===== src/rtl/fighter_fsm.sv =====
// Per-player fighter controller: movement, neutral/directional attacks, hit/block stun.
// All outputs registered; state advances only on frame_tick, holding otherwise.
module fighter_fsm #(
  parameter int FACING_LEFT = 1,
  parameter int SCREEN_W    = 640,
  parameter int SPRITE_W    = 64,
  parameter int X_INIT      = 566,
  parameter int FWD_STEP    = 3,
  parameter int BWD_STEP    = 2,
  parameter int N_SU        = 3,
  parameter int N_ACT       = 2,
  parameter int N_REC       = 14,
  parameter int D_SU        = 4,
  parameter int D_ACT       = 3,
  parameter int D_REC       = 15,
  parameter int HITSTUN_T   = 15,
  parameter int BLOCKSTUN_T = 10,
  parameter int CNT_W       = 5
) (
  input  logic             clk,
  input  logic             reset_n,
  input  logic             frame_tick,
  input  logic             btn_left,
  input  logic             btn_right,
  input  logic             btn_attack,
  input  logic             hit_in,
  input  logic [9:0]       x_pos_opponent,
  output logic [9:0]       x_pos,
  output logic [3:0]       state,
  output logic             attacking,
  output logic             dir_attacking,
  output logic             hitbox_active,
  output logic [CNT_W-1:0] attack_frame
);

  typedef enum logic [3:0] {
    IDLE      = 4'd0,
    FWD       = 4'd1,
    BWD       = 4'd2,
    ATK_SU    = 4'd3,
    ATK_ACT   = 4'd4,
    ATK_REC   = 4'd5,
    HITSTUN   = 4'd6,
    BLOCKSTUN = 4'd7
  } state_t;

  localparam logic [CNT_W-1:0] N_SU_LAST  = CNT_W'(N_SU - 1);
  localparam logic [CNT_W-1:0] N_ACT_LAST = CNT_W'(N_ACT - 1);
  localparam logic [CNT_W-1:0] N_REC_LAST = CNT_W'(N_REC - 1);
  localparam logic [CNT_W-1:0] D_SU_LAST  = CNT_W'(D_SU - 1);
  localparam logic [CNT_W-1:0] D_ACT_LAST = CNT_W'(D_ACT - 1);
  localparam logic [CNT_W-1:0] D_REC_LAST = CNT_W'(D_REC - 1);
  localparam logic [CNT_W-1:0] HIT_LAST   = CNT_W'(HITSTUN_T - 1);
  localparam logic [CNT_W-1:0] BLK_LAST   = CNT_W'(BLOCKSTUN_T - 1);

  localparam logic signed [11:0] FWD_S   = 12'(FWD_STEP);
  localparam logic signed [11:0] BWD_S   = 12'(BWD_STEP);
  localparam logic signed [11:0] SPR_S   = 12'(SPRITE_W);
  localparam logic signed [11:0] X_MAX_S = 12'(SCREEN_W - SPRITE_W);

  state_t           st;
  logic [CNT_W-1:0] cnt;

  assign state        = st;
  assign attack_frame = cnt;

  logic fwd_btn, bwd_btn, fwd, bwd;
  assign fwd_btn = (FACING_LEFT != 0) ? btn_left  : btn_right;
  assign bwd_btn = (FACING_LEFT != 0) ? btn_right : btn_left;
  assign fwd     = fwd_btn & ~bwd_btn;
  assign bwd     = bwd_btn & ~fwd_btn;

  logic [CNT_W-1:0] su_last, act_last, rec_last;
  assign su_last  = attacking ? N_SU_LAST  : D_SU_LAST;
  assign act_last = attacking ? N_ACT_LAST : D_ACT_LAST;
  assign rec_last = attacking ? N_REC_LAST : D_REC_LAST;

  function automatic logic [9:0] sat10(input logic signed [11:0] v);
    if (v < 12'sd0)         return 10'd0;
    else if (v > 12'sd1023) return 10'd1023;
    else                    return v[9:0];
  endfunction

  // Signed 12-bit headroom so underflow below 0 and the opponent limit never wrap.
  logic signed [11:0] x_s, opp_s, fwd_raw, fwd_lim, bwd_raw, fwd_sel, bwd_sel;
  logic [9:0]         fwd_x, bwd_x;

  always_comb begin
    x_s   = signed'({2'b00, x_pos});
    opp_s = signed'({2'b00, x_pos_opponent});
    if (FACING_LEFT != 0) begin
      fwd_raw = x_s - FWD_S;
      fwd_lim = opp_s + SPR_S;
      fwd_sel = (fwd_raw > fwd_lim) ? fwd_raw : fwd_lim;
      bwd_raw = x_s + BWD_S;
      bwd_sel = (bwd_raw < X_MAX_S) ? bwd_raw : X_MAX_S;
    end else begin
      fwd_raw = x_s + FWD_S;
      fwd_lim = opp_s - SPR_S;
      fwd_sel = (fwd_raw < fwd_lim) ? fwd_raw : fwd_lim;
      bwd_raw = x_s - BWD_S;
      bwd_sel = (bwd_raw > 12'sd0) ? bwd_raw : 12'sd0;
    end
    fwd_x = sat10(fwd_sel);
    bwd_x = sat10(bwd_sel);
  end

  always_ff @(posedge clk or negedge reset_n) begin
    if (!reset_n) begin
      st            <= IDLE;
      x_pos         <= 10'(X_INIT);
      attacking     <= 1'b0;
      dir_attacking <= 1'b0;
      hitbox_active <= 1'b0;
      cnt           <= '0;
    end else if (frame_tick) begin
      hitbox_active <= 1'b0;
      if (hit_in) begin
        st            <= (st == BWD) ? BLOCKSTUN : HITSTUN;
        cnt           <= '0;
        attacking     <= 1'b0;
        dir_attacking <= 1'b0;
      end else begin
        case (st)
          IDLE: begin
            if (btn_attack) begin
              st        <= ATK_SU;
              attacking <= 1'b1;
              cnt       <= '0;
            end else if (fwd) st <= FWD;
            else if (bwd)     st <= BWD;
          end
          FWD: begin
            if (btn_attack) begin
              st            <= ATK_SU;
              dir_attacking <= 1'b1;
              cnt           <= '0;
            end else if (fwd) x_pos <= fwd_x;
            else              st    <= IDLE;
          end
          BWD: begin
            if (btn_attack) begin
              st            <= ATK_SU;
              dir_attacking <= 1'b1;
              cnt           <= '0;
            end else if (bwd) x_pos <= bwd_x;
            else              st    <= IDLE;
          end
          ATK_SU: begin
            if (cnt == su_last) begin
              st            <= ATK_ACT;
              cnt           <= '0;
              hitbox_active <= 1'b1;
            end else cnt <= cnt + 1'b1;
          end
          ATK_ACT: begin
            if (cnt == act_last) begin
              st  <= ATK_REC;
              cnt <= '0;
            end else begin
              cnt           <= cnt + 1'b1;
              hitbox_active <= 1'b1;
            end
          end
          ATK_REC: begin
            if (cnt == rec_last) begin
              st            <= IDLE;
              cnt           <= '0;
              attacking     <= 1'b0;
              dir_attacking <= 1'b0;
            end else cnt <= cnt + 1'b1;
          end
          HITSTUN: begin
            if (cnt == HIT_LAST) begin
              st  <= IDLE;
              cnt <= '0;
            end else cnt <= cnt + 1'b1;
          end
          BLOCKSTUN: begin
            if (cnt == BLK_LAST) begin
              st  <= IDLE;
              cnt <= '0;
            end else cnt <= cnt + 1'b1;
          end
          default: begin
            st  <= IDLE;
            cnt <= '0;
          end
        endcase
      end
    end
  end

endmodule


===== config.mk =====
export PLATFORM = sky130hd
export DESIGN_NAME = fighter_fsm
export DESIGN_NICKNAME = d
export VERILOG_FILES = /design/src/rtl/fighter_fsm.sv
export SDC_FILE = /design/constraint.sdc
export NUM_CORES = 1
export LEC_CHECK = 0
export ABC_AREA = 1
export CAP_MARGIN = 20
export CORE_MARGIN = 3
export CORE_UTILIZATION = 59
export DETAILED_ROUTE_END_ITERATION = 8
export PLACE_DENSITY = 0.9
export SLEW_MARGIN = 20
export SYNTH_ARGS = -nofsm -noshare
export SYNTH_HDL_FRONTEND = slang
export SYNTH_SLANG_ARGS = --single-unit

===== constraint.sdc =====
create_clock -name clk -period 7.45 [get_ports clk]
set_input_delay 1.8625 -clock clk [delete_from_list [all_inputs] [get_ports clk]]
set_output_delay 1.8625 -clock clk [all_outputs]
set_load 0.02 [all_outputs]

; Yosys cells after proc, flatten, opt, wreduce, memory -nomap -nowiden
; Cells that the tools add are included.
[totals]
register_bits = 22
latch_bits = 0
ram_bits = 0
rom_bits = 0
input_bits = 17
elab_cells = 106
n_memories = 0
[classes]
n_addsub = 4
mul = 0
div = 0
order_cmp = 6
n_eq_ne = 27
shifts = 0
n_mux = 47
n_bitwise = 5
reduce_logical = 11
[ops]
columns = operator, n
row1 = 2-to-1 mux 10 bit, 8
row2 = 2-to-1 mux 4 bit, 13
row3 = 2-to-1 mux 5 bit, 7
row4 = case mux 4 bit (8 select lines), 1
row5 = case mux 5 bit (6 select lines), 1
row6 = case mux 10 bit (2 select lines), 1
row7 = "inequality test 3 bit, second input constant", 6
row8 = "equality test 4 x 3 -> 1 bit, second input constant", 4
row9 = > comparator 11 x 12 -> 1 bit, 1
row10 = "> comparator 12 x 11 -> 1 bit, second input constant", 1
row11 = "< comparator 12 x 1 -> 1 bit, second input constant", 1
row12 = 2-to-1 mux 12 bit, 1
row13 = "adder 10 x 2 -> 11 bit, second input constant", 1
row14 = "adder 10 x 7 -> 11 bit, second input constant", 1
row15 = "> comparator 11 x 10 -> 1 bit, second input constant", 1
row16 = "< comparator 11 x 1 -> 1 bit, second input constant", 1
row17 = "< comparator 11 x 10 -> 1 bit, second input constant", 1
row18 = 2-to-1 mux 11 bit, 1
row19 = "subtractor 10 x 2 -> 11 bit, second input constant", 1
row20 = equality test 5 x 2 -> 1 bit, 2
row21 = "equality test 5 x 4 -> 1 bit, second input constant", 2
row22 = 2-to-1 mux 1 bit, 9
row23 = AND reduction 9 bit, 1
row24 = "equality test 4 x 2 -> 1 bit, second input constant", 2
row25 = 19 further kinds, 32

; Depth between registers and ports, before layout
[logic_depth]
depth_word = 9
depth_mapped = 22

; Worst setup path before layout
; No wires, ideal clock.
[synth_timing]
kind = in2reg
startpoint = input port x_pos_opponent[6]
endpoint = register x_pos[6]
setup_time_ps = 117
arrival_time_ps = 3357
slack_ps = 3977
cell_stages = 16
n_path_buf = 0
cell_sequence = ha_1 -> xor2_1 -> inv_1 -> ha_1 -> nand2_1 -> nand3b_1 -> nor2_1 -> nand3_1 -> nand2_1 -> inv_2 -> nand2_2 -> nand2_2 -> nand2_1 -> nand3_1 -> nand2_1 -> nand2_1
[synth_via]
elab_chain_len = 9
[synth_lines]
columns = item, line_no
row1 = from (decl), 27  ; input logic [9:0] x_pos_opponent,
row2 = adder 10 x 7 -> 11 bit (*), 93  ; fwd_lim = opp_s + SPR_S;
row3 = > comparator 11 x 12 -> 1 bit, 94  ; fwd_sel = (fwd_raw > fwd_lim) ? fwd_raw : fwd_lim;
row4 = 2-to-1 mux 12 bit (*), 94
row5 = > comparator 12 x 11 -> 1 bit, 80  ; else if (v > 12'sd1023) return 10'd1023;
row6 = 2-to-1 mux 10 bit, 80
row7 = 2-to-1 mux 10 bit (*), 79  ; if (v < 12'sd0) return 10'd0;
row8 = 2-to-1 mux 10 bit (*), 138  ; end else if (fwd) x_pos <= fwd_x;
row9 = 2-to-1 mux 10 bit (*), 134  ; if (btn_attack) begin
row10 = case mux 10 bit (2 select lines) (*), 124  ; case (st)
row11 = to (signal assigned), 111  ; x_pos <= 10'(X_INIT);
row12 = to (signal assigned), 138
row13 = to (signal assigned), 146  ; end else if (bwd) x_pos <= bwd_x;
row14 = to (decl), 28  ; output logic [9:0] x_pos,
; Mark *: on every way between the ends. The rest lies on a longest branch, timed or not. The select of a mux whose other input is x is not followed.
; A chain may end at the register's enable or synchronous reset.

; Worst setup path in the final report
[layout_timing]
startpoint = input port x_pos_opponent[6]
endpoint = register x_pos[7]
; The elaborated chain is that of the path after synthesis.

==> flow_summary.json <==
{
  "dp_hpwl_um": 4630,
  "numClockSinks": 21,
  "wl_met2_um": 2870,
  "vias": 2446,
  "gp_congestion": 0.900,
  "slew_headroom": 0.665,
  "fin_skew_ps": 4.37,
  "insertion_delay_ps": 260,
  "worstPathMaxFanout": 11,
  "diodes": 0,
  "tightest_slew_ps": 503,
  "top_layer_used": "met4",
  "grt_antenna_before_repair": 0,
  "finalHoldViolations": 0,
  "tns_ps": 0,
  "grt_setup_unrepaired": "no",
  "cts_setup_buffers": 0,
  "synth_seq_area_share": 0.224,
  "finalSetupViolCount": 0,
  "register_area_um2": 532,
  "dr_wl_met3_um": 491,
  "port_buffers": 37,
  "min_period_ps": 4150,
  "cts_tree": "built",
  "grt_start_max_net_pins": 22,
  "hp-class": "reg -> reg",
  "core_um2": 3770,
  "post_drt_wl_per_cell_um": 13.5,
  "multiInputGateArea_um2": 1530,
  "crit_arrival_ps": 4300,
  "synth_edf_count": 0,
  "grt.total_usage": 0.249,
  "final_nets": 427,
  "dp.cells": 435,
  "grt_pass1_vias": 2296,
  "dieArea_um2": 4820,
  "num_rows": 22,
  "synth.distinct_cells": 37,
  "cp.required_ps": 7600,
  "synthCells": 362,
  "placed_cell_area_um2": 2710,
  "synth_most_common_cell": "nand2_1",
  "finalInstanceArea_um2": 2750,
  "grt_pass1_wl_um": 10200,
  "die-height_um": 69.4,
  "syn-num-nets": 397,
  "power_leakage_uw": 0.00138,
  "start_kind": "input port",
  "slew_violations": 0,
  "cts_buffer_depth": 2,
  "synth_area_leaders": "dfrtp_1 17%, nand2_1 13%, ha_1 9.5%, inv_1 8.5%, nand3_1 7.2%",
  "dr.pass1.iters": 5,
  "ys_async_sr_fraction": 1.00,
  "wl_met1_um": 2530,
  "status": "finished, final reports clean",
  "synth_area_leader_cell": "dfrtp_1",
  "cts_root_buffer": "clkbuf_8",
  "crit_type": "in -> reg",
  "post-route-period-util": 0.558,
  "ys.flop_type": "dfrtp_1",
  "syn2layout_area_growth_pct": 16.0,
  "cap_violations": 0,
  "drt_iter0_markers": 222,
  "ant_nets": 0,
  "path_clk_slew_ps": 80,
  "cts-resized-gates": 0,
  "yosys_warnings": 0,
  "drt_wl_total_um": 5910,
  "worstSetupEndpointType": "register",
  "synth_seq_cells": 21,
  "io-pin-count": 39,
  "drcViolationCount": 0,
  "viasPerCell": 5.57,
  "fmax_ghz": 0.241,
  "ir_drop_mv": 0.254,
  "stdcell_count": 439,
  "die_w_um": 69.4,
  "numCtsBuffers": 3,
  "start_util": 0.630,
  "fillers": 329,
  "cts.htree.levels": 1,
  "synthTopCellsByCount": "81 x nand2_1, 54 x inv_1, 34 x nand3_1",
  "power_density_nw_per_um2": 404,
  "syn-cell-area_um2": 2370,
  "synth_top_area_share": 0.169,
  "cts_hold_buf": 0,
  "drive_gt1_frac": 0.105,
  "postSynthAreaPerCell_um2": 6.56,
  "grt_overflow_total": 0
}
## metal layers
layer,GRT usage,vias up
met2,0.423,102
met1,0.346,1113
li1,-,1229
met5,0,-
met4,0.0260,0
met3,0.0362,2
## path summary, 6_finish.rpt
path	endpoint	cells past startpoint	slack [ps]	from
max	x_pos[7]	13	3300	x_pos_opponent[6]
min	hitbox_active	2	510	hitbox_active
max reg2reg	x_pos[7]	17	4290	x_pos[2]
min reg2reg	hitbox_active	2	510	hitbox_active
max in group asynchronous	x_pos[5]	1	5530	reset_n
min in group asynchronous	attack_frame[3]	1	1560	reset_n
## stage by stage
step	setup slack [ps]	utilization	hold slack [ps]	power (µW)
after floorplan	3980	-	523	830
after global placement	3190	0.720	476	1000
after detailed placement	3070	0.720	494	1020
after CTS	3330	0.732	512	1100
after global routing	3100	0.730	557	1220
final	3300	0.730	512	1110
## cells by family (layout without fill, tap and decap cells)
logic type,after synthesis,count (layout),share of synthesized area
and+or+nand+nor,184,184,0.367
buffers and inverters,71,100,0.132
AOI/OAI and AO/OA,54,54,0.133
DFF,21,21,0.224
adders and majority gates,18,18,0.0948
xor gates and xnor gates,13,13,0.0479
other,1,1,0.00158
## worst max-delay path, stage by stage
cell and delay, ps:
clkdlybuf4s50_1 530, ha_1 200, xor2_1 220, inv_1 70, ha_1 270, nand2_1 40, nand3b_1 170, inv_1 130
nand4_2 290, nand2_2 280, nand2_1 70, nand3_1 100, a21oi_2 70
## power breakdown
group,internal (µW),switching [µW],total (µW)
Combinational,302,465,767
Sequential,169,99.4,268
Clock,38.1,38.6,76.7
Total,509,603,1110
## cell usage in the layout (no fill, tap or decap), drive strengths merged
cell type	Yosys	routed
a21o	1	1
a21oi	22	22
a311oi	2	2
a31oi	3	3
buf	10	1
clkbuf	2	4
clkdlybuf4s50	0	36
clkinv	1	1
conb	1	1
dfrtp	16	16
dfstp	5	5
ha	18	18
inv	58	58
nand2	88	88
nand3	35	35
nand3b	4	4
nand4	4	4
nor2	38	38
nor3	11	11
o21a	1	1
o21ai	19	19
o22ai	4	4
o31ai	2	2
or2	4	4
xnor2	1	1
xor2	12	12
## flip-flops by register name, indices dropped and copies added, names as in the netlist
signal	count
hitbox_active	1
attacking	1
attack_frame	5
state	3
dir_attacking	1
x_pos	10
## cell type report
cell class / count / share of cell area
Inverter: 59 / 0.0809
Clock buffer: 4 / 0.0164
Sequential cell: 21 / 0.193
Timing Repair Buffer: 37 / 0.133
Tap cell: 48 / 0.0218
Multi-Input combinational cell: 270 / 0.555
No activity file was read; power rests on OpenSTA's default activity.
